`src/rtl/exc_chk_pkg.sv`:
```
// -----------------------------------------------------------------------------
// exc_chk_pkg
// Shared definitions for the exception-checker arbiter:
//   state_t      - arbiter FSM state encoding
//   EXC_*        - exception code values seen on Exc_out
//   is_special() - true when a single-precision exponent field is all ones
//                  (Inf or NaN), the only case where a checker code is valid
// -----------------------------------------------------------------------------
package exc_chk_pkg;

    typedef enum logic [1:0] {
        ST_IDLE  = 2'd0,
        ST_ISSUE = 2'd1,
        ST_RESP  = 2'd2
    } state_t;

    localparam logic [2:0] EXC_NONE    = 3'b000;
    localparam logic [2:0] EXC_INF     = 3'b011;
    localparam logic [2:0] EXC_NAN     = 3'b100;
    localparam logic [2:0] EXC_TIMEOUT = 3'b111;

    function automatic logic is_special(input logic [7:0] exp_field);
        return (exp_field == 8'hFF);
    endfunction

endpackage

```
`src/rtl/exc_chk_arbiter_rr_pick.sv`:
```
// -----------------------------------------------------------------------------
// rr_pick
// Combinational round-robin winner selection. The search starts at i_ptr and
// wraps modulo NUM_REQ; the first requester found with its request bit set wins.
// Ports:
//   i_req     [NUM_REQ-1:0]  request levels
//   i_ptr     [IW-1:0]       priority pointer (first index examined)
//   o_win_oh  [NUM_REQ-1:0]  one-hot winner (all zero when nothing requests)
//   o_win_idx [IW-1:0]       binary index of the winner
//   o_any                    at least one request is present
// -----------------------------------------------------------------------------
module rr_pick
    import exc_chk_pkg::*;
#(
    parameter int NUM_REQ = 4,
    parameter int IW      = 2
) (
    input  logic [NUM_REQ-1:0] i_req,
    input  logic [IW-1:0]      i_ptr,
    output logic [NUM_REQ-1:0] o_win_oh,
    output logic [IW-1:0]      o_win_idx,
    output logic               o_any
);

    always_comb begin
        int         w_pos;
        logic [IW-1:0] w_k;
        o_win_oh  = '0;
        o_win_idx = '0;
        o_any     = 1'b0;
        w_pos     = 0;
        w_k       = '0;
        for (int off = 0; off < NUM_REQ; off++) begin
            w_pos = int'(i_ptr) + off;
            if (w_pos >= NUM_REQ) begin
                w_pos = w_pos - NUM_REQ;
            end
            w_k = IW'(w_pos);
            if (!o_any && i_req[w_k]) begin
                o_any         = 1'b1;
                o_win_idx     = w_k;
                o_win_oh[w_k] = 1'b1;
            end
        end
    end

endmodule

```
`src/rtl/exc_chk_arbiter.sv`:
```
// -----------------------------------------------------------------------------
// exc_chk_arbiter
// Shares one floating-point exception checker between NUM_REQ requesters.
// A round-robin winner is chosen in IDLE, its operand is presented to the
// checker in ISSUE until acknowledged (or TIMEOUT cycles elapse), and the
// classification is returned with a one-cycle Done pulse in RESP.
//
//   state | meaning
//   IDLE  | no transaction; pick a winner when any Req is high
//   ISSUE | operand on Chk_data with Chk_valid=1; wait for Chk_ack or timeout
//   RESP  | Done[winner] pulse, Exc_out valid, Timeout_err if checker was silent
//
// Ports:
//   CLK, RSTN      clock, asynchronous active-low reset
//   Req            per-requester request level
//   Req_data       packed operands, slice i = requester i
//   Gnt            one-hot grant, high from ISSUE through RESP
//   Done           one-hot completion pulse (RESP cycle)
//   Exc_out        classification, held between Done pulses
//   Timeout_err    pulse in the RESP cycle when the checker never acknowledged
//   Chk_data       operand to the checker (holds last operand)
//   Chk_valid      operand valid to the checker (ISSUE only)
//   Chk_ack        checker acknowledge (ignored outside ISSUE)
//   Chk_exc        checker exception code
// -----------------------------------------------------------------------------
module exc_chk_arbiter
    import exc_chk_pkg::*;
#(
    parameter int NUM_REQ = 4,
    parameter int TIMEOUT = 15
) (
    input  logic                    CLK,
    input  logic                    RSTN,
    input  logic [NUM_REQ-1:0]      Req,
    input  logic [32*NUM_REQ-1:0]   Req_data,
    output logic [NUM_REQ-1:0]      Gnt,
    output logic [NUM_REQ-1:0]      Done,
    output logic [2:0]              Exc_out,
    output logic                    Timeout_err,
    output logic [31:0]             Chk_data,
    output logic                    Chk_valid,
    input  logic                    Chk_ack,
    input  logic [2:0]              Chk_exc
);

    localparam int IW = (NUM_REQ > 1) ? $clog2(NUM_REQ) : 1;
    localparam int CW = (TIMEOUT > 1) ? $clog2(TIMEOUT + 1) : 1;

    state_t              r_state;
    state_t              w_next_state;

    logic [IW-1:0]       r_ptr;
    logic [IW-1:0]       r_win_idx;
    logic [NUM_REQ-1:0]  r_win_oh;
    logic [31:0]         r_op;
    logic [2:0]          r_exc;
    logic [CW-1:0]       r_cnt;
    logic                r_timed_out;

    logic [NUM_REQ-1:0]  w_pick_oh;
    logic [IW-1:0]       w_pick_idx;
    logic                w_pick_any;
    logic                w_ack_take;
    logic                w_expire;
    logic [IW-1:0]       w_ptr_next;

    rr_pick #(
        .NUM_REQ (NUM_REQ),
        .IW      (IW)
    ) u_rr_pick (
        .i_req     (Req),
        .i_ptr     (r_ptr),
        .o_win_oh  (w_pick_oh),
        .o_win_idx (w_pick_idx),
        .o_any     (w_pick_any)
    );

    // Acknowledge wins over expiry when both land in the last ISSUE cycle.
    assign w_ack_take = (r_state == ST_ISSUE) && Chk_ack;
    assign w_expire   = (r_state == ST_ISSUE) && !Chk_ack &&
                        (r_cnt == CW'(TIMEOUT - 1));

    assign w_ptr_next = (r_win_idx == IW'(NUM_REQ - 1)) ? '0 : (r_win_idx + IW'(1));

    always_ff @(posedge CLK or negedge RSTN) begin
        if (!RSTN) begin
            r_state <= ST_IDLE;
        end else begin
            r_state <= w_next_state;
        end
    end

    always_comb begin
        w_next_state = r_state;
        Gnt          = '0;
        Done         = '0;
        Chk_valid    = 1'b0;
        Timeout_err  = 1'b0;
        case (r_state)
            ST_IDLE: begin
                if (w_pick_any) begin
                    w_next_state = ST_ISSUE;
                end
            end
            ST_ISSUE: begin
                Gnt       = r_win_oh;
                Chk_valid = 1'b1;
                if (w_ack_take || w_expire) begin
                    w_next_state = ST_RESP;
                end
            end
            ST_RESP: begin
                Gnt          = r_win_oh;
                Done         = r_win_oh;
                Timeout_err  = r_timed_out;
                w_next_state = ST_IDLE;
            end
            default: begin
                w_next_state = ST_IDLE;
            end
        endcase
    end

    always_ff @(posedge CLK or negedge RSTN) begin
        if (!RSTN) begin
            r_ptr       <= '0;
            r_win_idx   <= '0;
            r_win_oh    <= '0;
            r_op        <= '0;
            r_exc       <= EXC_NONE;
            r_cnt       <= '0;
            r_timed_out <= 1'b0;
        end else begin
            case (r_state)
                ST_IDLE: begin
                    if (w_pick_any) begin
                        r_win_idx   <= w_pick_idx;
                        r_win_oh    <= w_pick_oh;
                        r_op        <= Req_data[{w_pick_idx, 5'd0} +: 32];
                        r_cnt       <= '0;
                        r_timed_out <= 1'b0;
                    end
                end
                ST_ISSUE: begin
                    if (w_ack_take) begin
                        // A code is only meaningful for Inf/NaN operands; anything
                        // else reports "none" so a stale checker output is dropped.
                        r_exc <= is_special(r_op[30:23]) ? Chk_exc : EXC_NONE;
                    end else if (w_expire) begin
                        r_exc       <= EXC_TIMEOUT;
                        r_timed_out <= 1'b1;
                    end else begin
                        r_cnt <= r_cnt + CW'(1);
                    end
                end
                ST_RESP: begin
                    r_ptr <= w_ptr_next;
                end
                default: begin
                end
            endcase
        end
    end

    assign Exc_out  = r_exc;
    assign Chk_data = r_op;

endmodule

```
`config.mk`:
```
export PLATFORM = sky130hd
export DESIGN_NAME = exc_chk_arbiter
export DESIGN_NICKNAME = d
export VERILOG_FILES = /design/src/rtl/exc_chk_pkg.sv /design/src/rtl/exc_chk_arbiter_rr_pick.sv /design/src/rtl/exc_chk_arbiter.sv
export SDC_FILE = /design/constraint.sdc
export NUM_CORES = 1
export LEC_CHECK = 0
export BUFFER_PORTS_ARGS = -buffer_cell sky130_fd_sc_hd__buf_2
export CAP_MARGIN = 10
export CORE_ASPECT_RATIO = 1.1
export CORE_UTILIZATION = 30
export CTS_CLUSTER_SIZE = 28
export DETAILED_ROUTE_END_ITERATION = 10
export SLEW_MARGIN = 15
export SYNTH_ARGS = -nofsm -noshare
export SYNTH_HDL_FRONTEND = slang
export SYNTH_SLANG_ARGS = --single-unit
```
`constraint.sdc`:
```
create_clock -name CLK -period 3.75 [get_ports CLK]
set_clock_uncertainty 0.15 [all_clocks]
set_input_delay 0.75 -clock CLK [delete_from_list [all_inputs] [get_ports CLK]]
set_output_delay 0.75 -clock CLK [all_outputs]
set_load 0.02 [all_outputs]
```
# After elaboration in Yosys (flattened, before gate mapping)
# Index checks and enable logic that the tools add are counted.
# word_totals
input_bits	138
reg_bits	50
# classes
bitwise	3
shifts	1
mux	51
n_eq_ne	10
reduce_logical	24
add_sub_neg	9
magnitude_cmp	12
# op_table
operator	count
$shiftx 128x8->32	1
$mux 4	9
$mux 2	11
$mux 1	17
$lt 2x3->1 const B	4
$or 4x4->4	3
$logic_and 1x1->1	10
$ge 3x3->1 const B	3
$mux 3	3
$bmux 1 s2	4
$demux 1 s2	4
$eq 8x8->1 const B	1
$ge 2x1->1 const B	4
$pmux 4 s2	1
$reduce_and 4->1	2
$sub 2x1->2 const B	4
$add 2x2->3 const B	2
$ne 2x2->1 const B	3
$reduce_and 2->1	3
$add 4x1->4 const B	1
$eq 2x2->1 const B	2
$eq 4x4->1 const B	1
$logic_not 1->1	4
$ne 2x1->1 const B	2
10 further kinds	11

# Logic depth before layout (Yosys ltp)
# logic_depth
depth_word	16
depth_mapped	9

# Modules after synthesis
# A second synthesis with hierarchy kept.
# unflattened
cells_unflattened	246
area_unflattened_um2	3329.4
# modules_own_cells
module	cells_per_inst	area_each_um2	n_inst	seq_area_each_um2
exc_chk_arbiter	201	2907.8	1	1251.2
rr_pick	45	421.7	1	0.0

# Least setup slack after synthesis
# No wires, ideal clock.
# synth_timing
kind	register to register
startpoint	reg r_ptr[0]
endpoint	reg r_op[6] (netlist: Chk_data[6])
synth_period_minus_slack_ns	2.957
setup_slack_ns	0.793
t_arrival_ns	2.682
setup_time_ns	0.125
stages_incl_launch_ff	9
required_ns	3.475
path_cell_list	dfrtp_1 > buf_6 > inv_2 > ha_1 > or4_4 > nand2_8 > buf_12 > mux4_2 > mux2_4
# synth_via
elab_chain_cells	15
word_cells_on_any_way	39
cone_classes	add/sub: 7; order compare: 4; shift: 1; mux: 20; reduce/logical: 7
# synth_rtl
item	line	text
start, declared	exc_chk_arbiter.sv:52	logic [IW-1:0] r_ptr;
start signal, assigned	exc_chk_arbiter.sv:157	r_ptr <= w_ptr_next;
parallel branches: the longest is 15 deep, another holds $add 2x1->3	--	
end signal, assigned	exc_chk_arbiter.sv:139	r_op <= Req_data[{w_pick_idx, 5'd0} +: 32];
end, declared	exc_chk_arbiter.sv:55	logic [31:0] r_op;
# Parallel ways; which one is timed is not known. The select of a mux whose other input is x is not followed.
# A chain may end at the register's enable or synchronous reset.

# Worst setup path in the final report
# layout_timing
startpoint	reg r_ptr[1]
endpoint	reg r_op[14] (netlist: Chk_data[14])
# The elaborated chain is that of the path after synthesis.

==> out/results.txt <==
Final hold vios = 0
Post-synthesis async set-or-reset flop share = 100%
Crit-path max FO = 34
Total grt overflow = 0
Total negative setup slack = 0 ns
Sequential share of the synthesized area = 34.9%
Status = complete, no violations
#FFs+latches synth = 50
Syn_nets = 429
Final setup viols = 0
Sw frac = 40.7%
GRT Util Overall = 15.5%
Internal power = 2440 uW
VDD IR max = 0.000850 V
P&R area growth vs syn = 31.5%
CP max-delay cell = mux4_1
Worst-path cell chain = inv_1, ha_1, buf_4, or4_4, nand2_8, mux4_1, mux2_2
DP Cell Count = 599
Worst stage delay on the critical path = 0.60 ns
CP required = 3.77 ns
Fill cells = 1139
Starting Density = 31.0%
Slew HR = 27.7%
Total Power = 4120 uW
Starting DRT DRC Count = 139
Sequential share of power = 23.0%
Fin nets = 607
First-pass GRT wire length = 15.0 mm
IO buf count = 182
Number of distinct library cells after synthesis = 47
Initial antenna violation count = 2
Vias in the first global route = 2913
Clk pwr share = 12.6%
Routed WL = 9.82 mm
# clock sinks = 50
Arr. time, crit path = 3.04 ns
Nature of the critical path startpoint = flip-flop
Fin cells = 607
Routability cong. = 0.832
Mapped Cells = 279
DR pass1 iterations = 4
Period utilisation layout = 80.5%
Clock Path Buffers = 2
Die Ht = 117 um
CTS H-tree lvls = 2
Max-slew violations = 0
Routed vias/inst = 5.03
Rows = 41
Avg Inst Size Synth = 12.8 um^2
Minimum clock period = 3.02 ns
Worst slew pin tran = 1.08 ns
Reg clk slew, reported paths = 0.07 ns
Hold Buf Count CTS = 0
Crit end category = flip-flop
Full die area = 0.0124 mm^2
Post-CTS setup repair buffer count = 0
CTS tree = done
Ys flop type = dfrtp_1
Power per cell area = 875 mW/mm^2
Max-cap viol count = 0
Reg-to-reg slack, setup = 0.73 ns
Critical path type = flip-flop to flip-flop
Core area = 0.0115 mm^2
Footprint of the multi-input gates = 0.00212 mm^2
Synth warn = 0
Mapped cell area = 0.00358 mm^2
Root Driver = clkbuf_16
DR vias = 3052
Share of cells above drive strength 1 = 57.5%
CTS Buf Count = 5
Register Area = 0.00125 mm^2
Final ANT Viol Nets = 0
CTS resizes = 0
HPWL after DPL = 7.59 mm
Hold Crit Class = primary input to async pin
Util after Layout = 40.8%
Routed WL per cell = 16.2 um
Drt drc = 0
Static leakage = 0.00228 uW
Ports = 183
Fmax = 0.331 GHz
Largest net degree at the start of global routing = 39
Post-synth EDFFs = 0
Combinational power share = 64.4%
Skew-Pair Late Insertion Delay = 0.28 ns
# diodes = 0
RSZ-0062 raised after global routing = no
Sw Pwr = 1680 uW
Die Wd = 106 um
## registers in the layout, indices dropped and copies added (netlist names)
name	count
r_ptr	2
r_win_oh	4
Chk_data	32
r_win_idx	2
r_timed_out	1
r_cnt	4
Exc_out	3
r_state	2
## per-layer routing
layer  wire length, um  vias to the layer above  GRT usage (%)
met2              4920                      132           27.0
met4                75                        2           3.33
met5                 8                        -              0
met3               808                        9           3.74
met1              4010                     1484           19.5
li1                  -                     1425              -
## Yosys cell counts (all sizes together), types with 2 or more instances
| cell type | instances | area [um^2] |
|---|---|---|
| nand2b | 6 | 37.5 |
| nand3 | 6 | 30.0 |
| buf | 11 | 119 |
| nand4 | 2 | 12.5 |
| a221o | 4 | 40.0 |
| nor3 | 7 | 35.0 |
| dfrtp | 50 | 1250 |
| nor2b | 2 | 12.5 |
| nor2 | 14 | 52.6 |
| ha | 12 | 150 |
| mux2 | 33 | 447 |
| mux4 | 30 | 691 |
| a211oi | 4 | 30.0 |
| and2 | 11 | 70.1 |
| nand2 | 20 | 91.3 |
| a22oi | 4 | 30.0 |
| a21oi | 13 | 65.1 |
| inv | 5 | 18.8 |
| mux2i | 6 | 60.1 |
| clkbuf | 6 | 72.6 |
| o21ai | 15 | 75.1 |
| o221ai | 2 | 35.0 |
## kinds of logic (layout without fill, tap and decap cells)
logic type	after synthesis	after routing	synth area share, %
adder cells (fa/ha/maj)	12	12	4.19
flip-flops	50	50	34.9
AND/OR/NAND/NOR	73	73	11.1
multiplexers	69	69	33.4
AO/OA/AOI/OAI	52	52	10.1
buffers and inverters	23	201	6.22
## final cells by class
type,count,area share (%)
Clock buffer,6,2.95
Tap cell,150,3.98
Multi-Input combinational cell,206,44.9
Clock inverter,1,0.637
Timing Repair Buffer,189,20.5
Sequential cell,50,26.6
Inverter,5,0.398
## path summary, 6_finish.rpt
path                              startpoint            to  depth (start not counted)
max in group asynchronous               RSTN  Chk_data[19]                          2
worst min register to register  r_win_idx[1]  r_win_idx[1]                          2
worst max-delay path                r_ptr[1]  Chk_data[14]                          7
worst min-delay path                    RSTN  Chk_data[17]                          1
worst max register to register      r_ptr[1]  Chk_data[14]                          7
min in group CLK                r_win_idx[1]  r_win_idx[1]                          2
## per-stage QoR
step	cell area (um^2)	worst slack (ns)	hold slack [ns]
floorplan	3580	0.793	0.304
global placement	4530	0.437	0.321
detailed placement	4530	0.303	0.330
CTS	4700	0.470	0.345
global route	4710	0.603	0.373
finish	4710	0.733	0.327
## power groups by stage
stage          clock network (uW)  logic, uW  registers (uW)
6_report                      520       2650             949
5_1_grt                       556       2890             981
4_1_cts                       533       2680             953
3_5_place_dp                    0       2680             959
3_3_place_gp                    0       2620             948
2_1_floorplan                   0       1980            1160
## critical path: cells and delay by family, from the launching register on
family | cells | cell delay, ns
fa+ha+maj | 1 | 0.28
buf+inv | 2 | 0.31
flops | 1 | 0.38
mux | 2 | 0.87
simple gates | 2 | 0.90
## layout by cell type, fill, tap and decap left out, types with 2 or more instances in the layout
| cell type | instances |
|---|---|
| nand4_1 | 2 |
| a22oi_1 | 4 |
| mux2_4 | 20 |
| a211oi_1 | 4 |
| ha_1 | 12 |
| nand2b_1 | 6 |
| mux2i_1 | 6 |
| mux2_2 | 13 |
| inv_1 | 4 |
| nand3_1 | 6 |
| a221o_1 | 4 |
| and2_1 | 10 |
| mux4_1 | 4 |
| buf_4 | 6 |
| nor3_1 | 7 |
| dfrtp_1 | 50 |
| a21oi_1 | 13 |
| mux4_2 | 26 |
| o21ai_0 | 15 |
| nor2b_1 | 2 |
| nand2_1 | 19 |
| buf_2 | 182 |
| clkbuf_16 | 5 |
| nor2_1 | 14 |
Note: power is estimated with default switching activity, not from simulation.
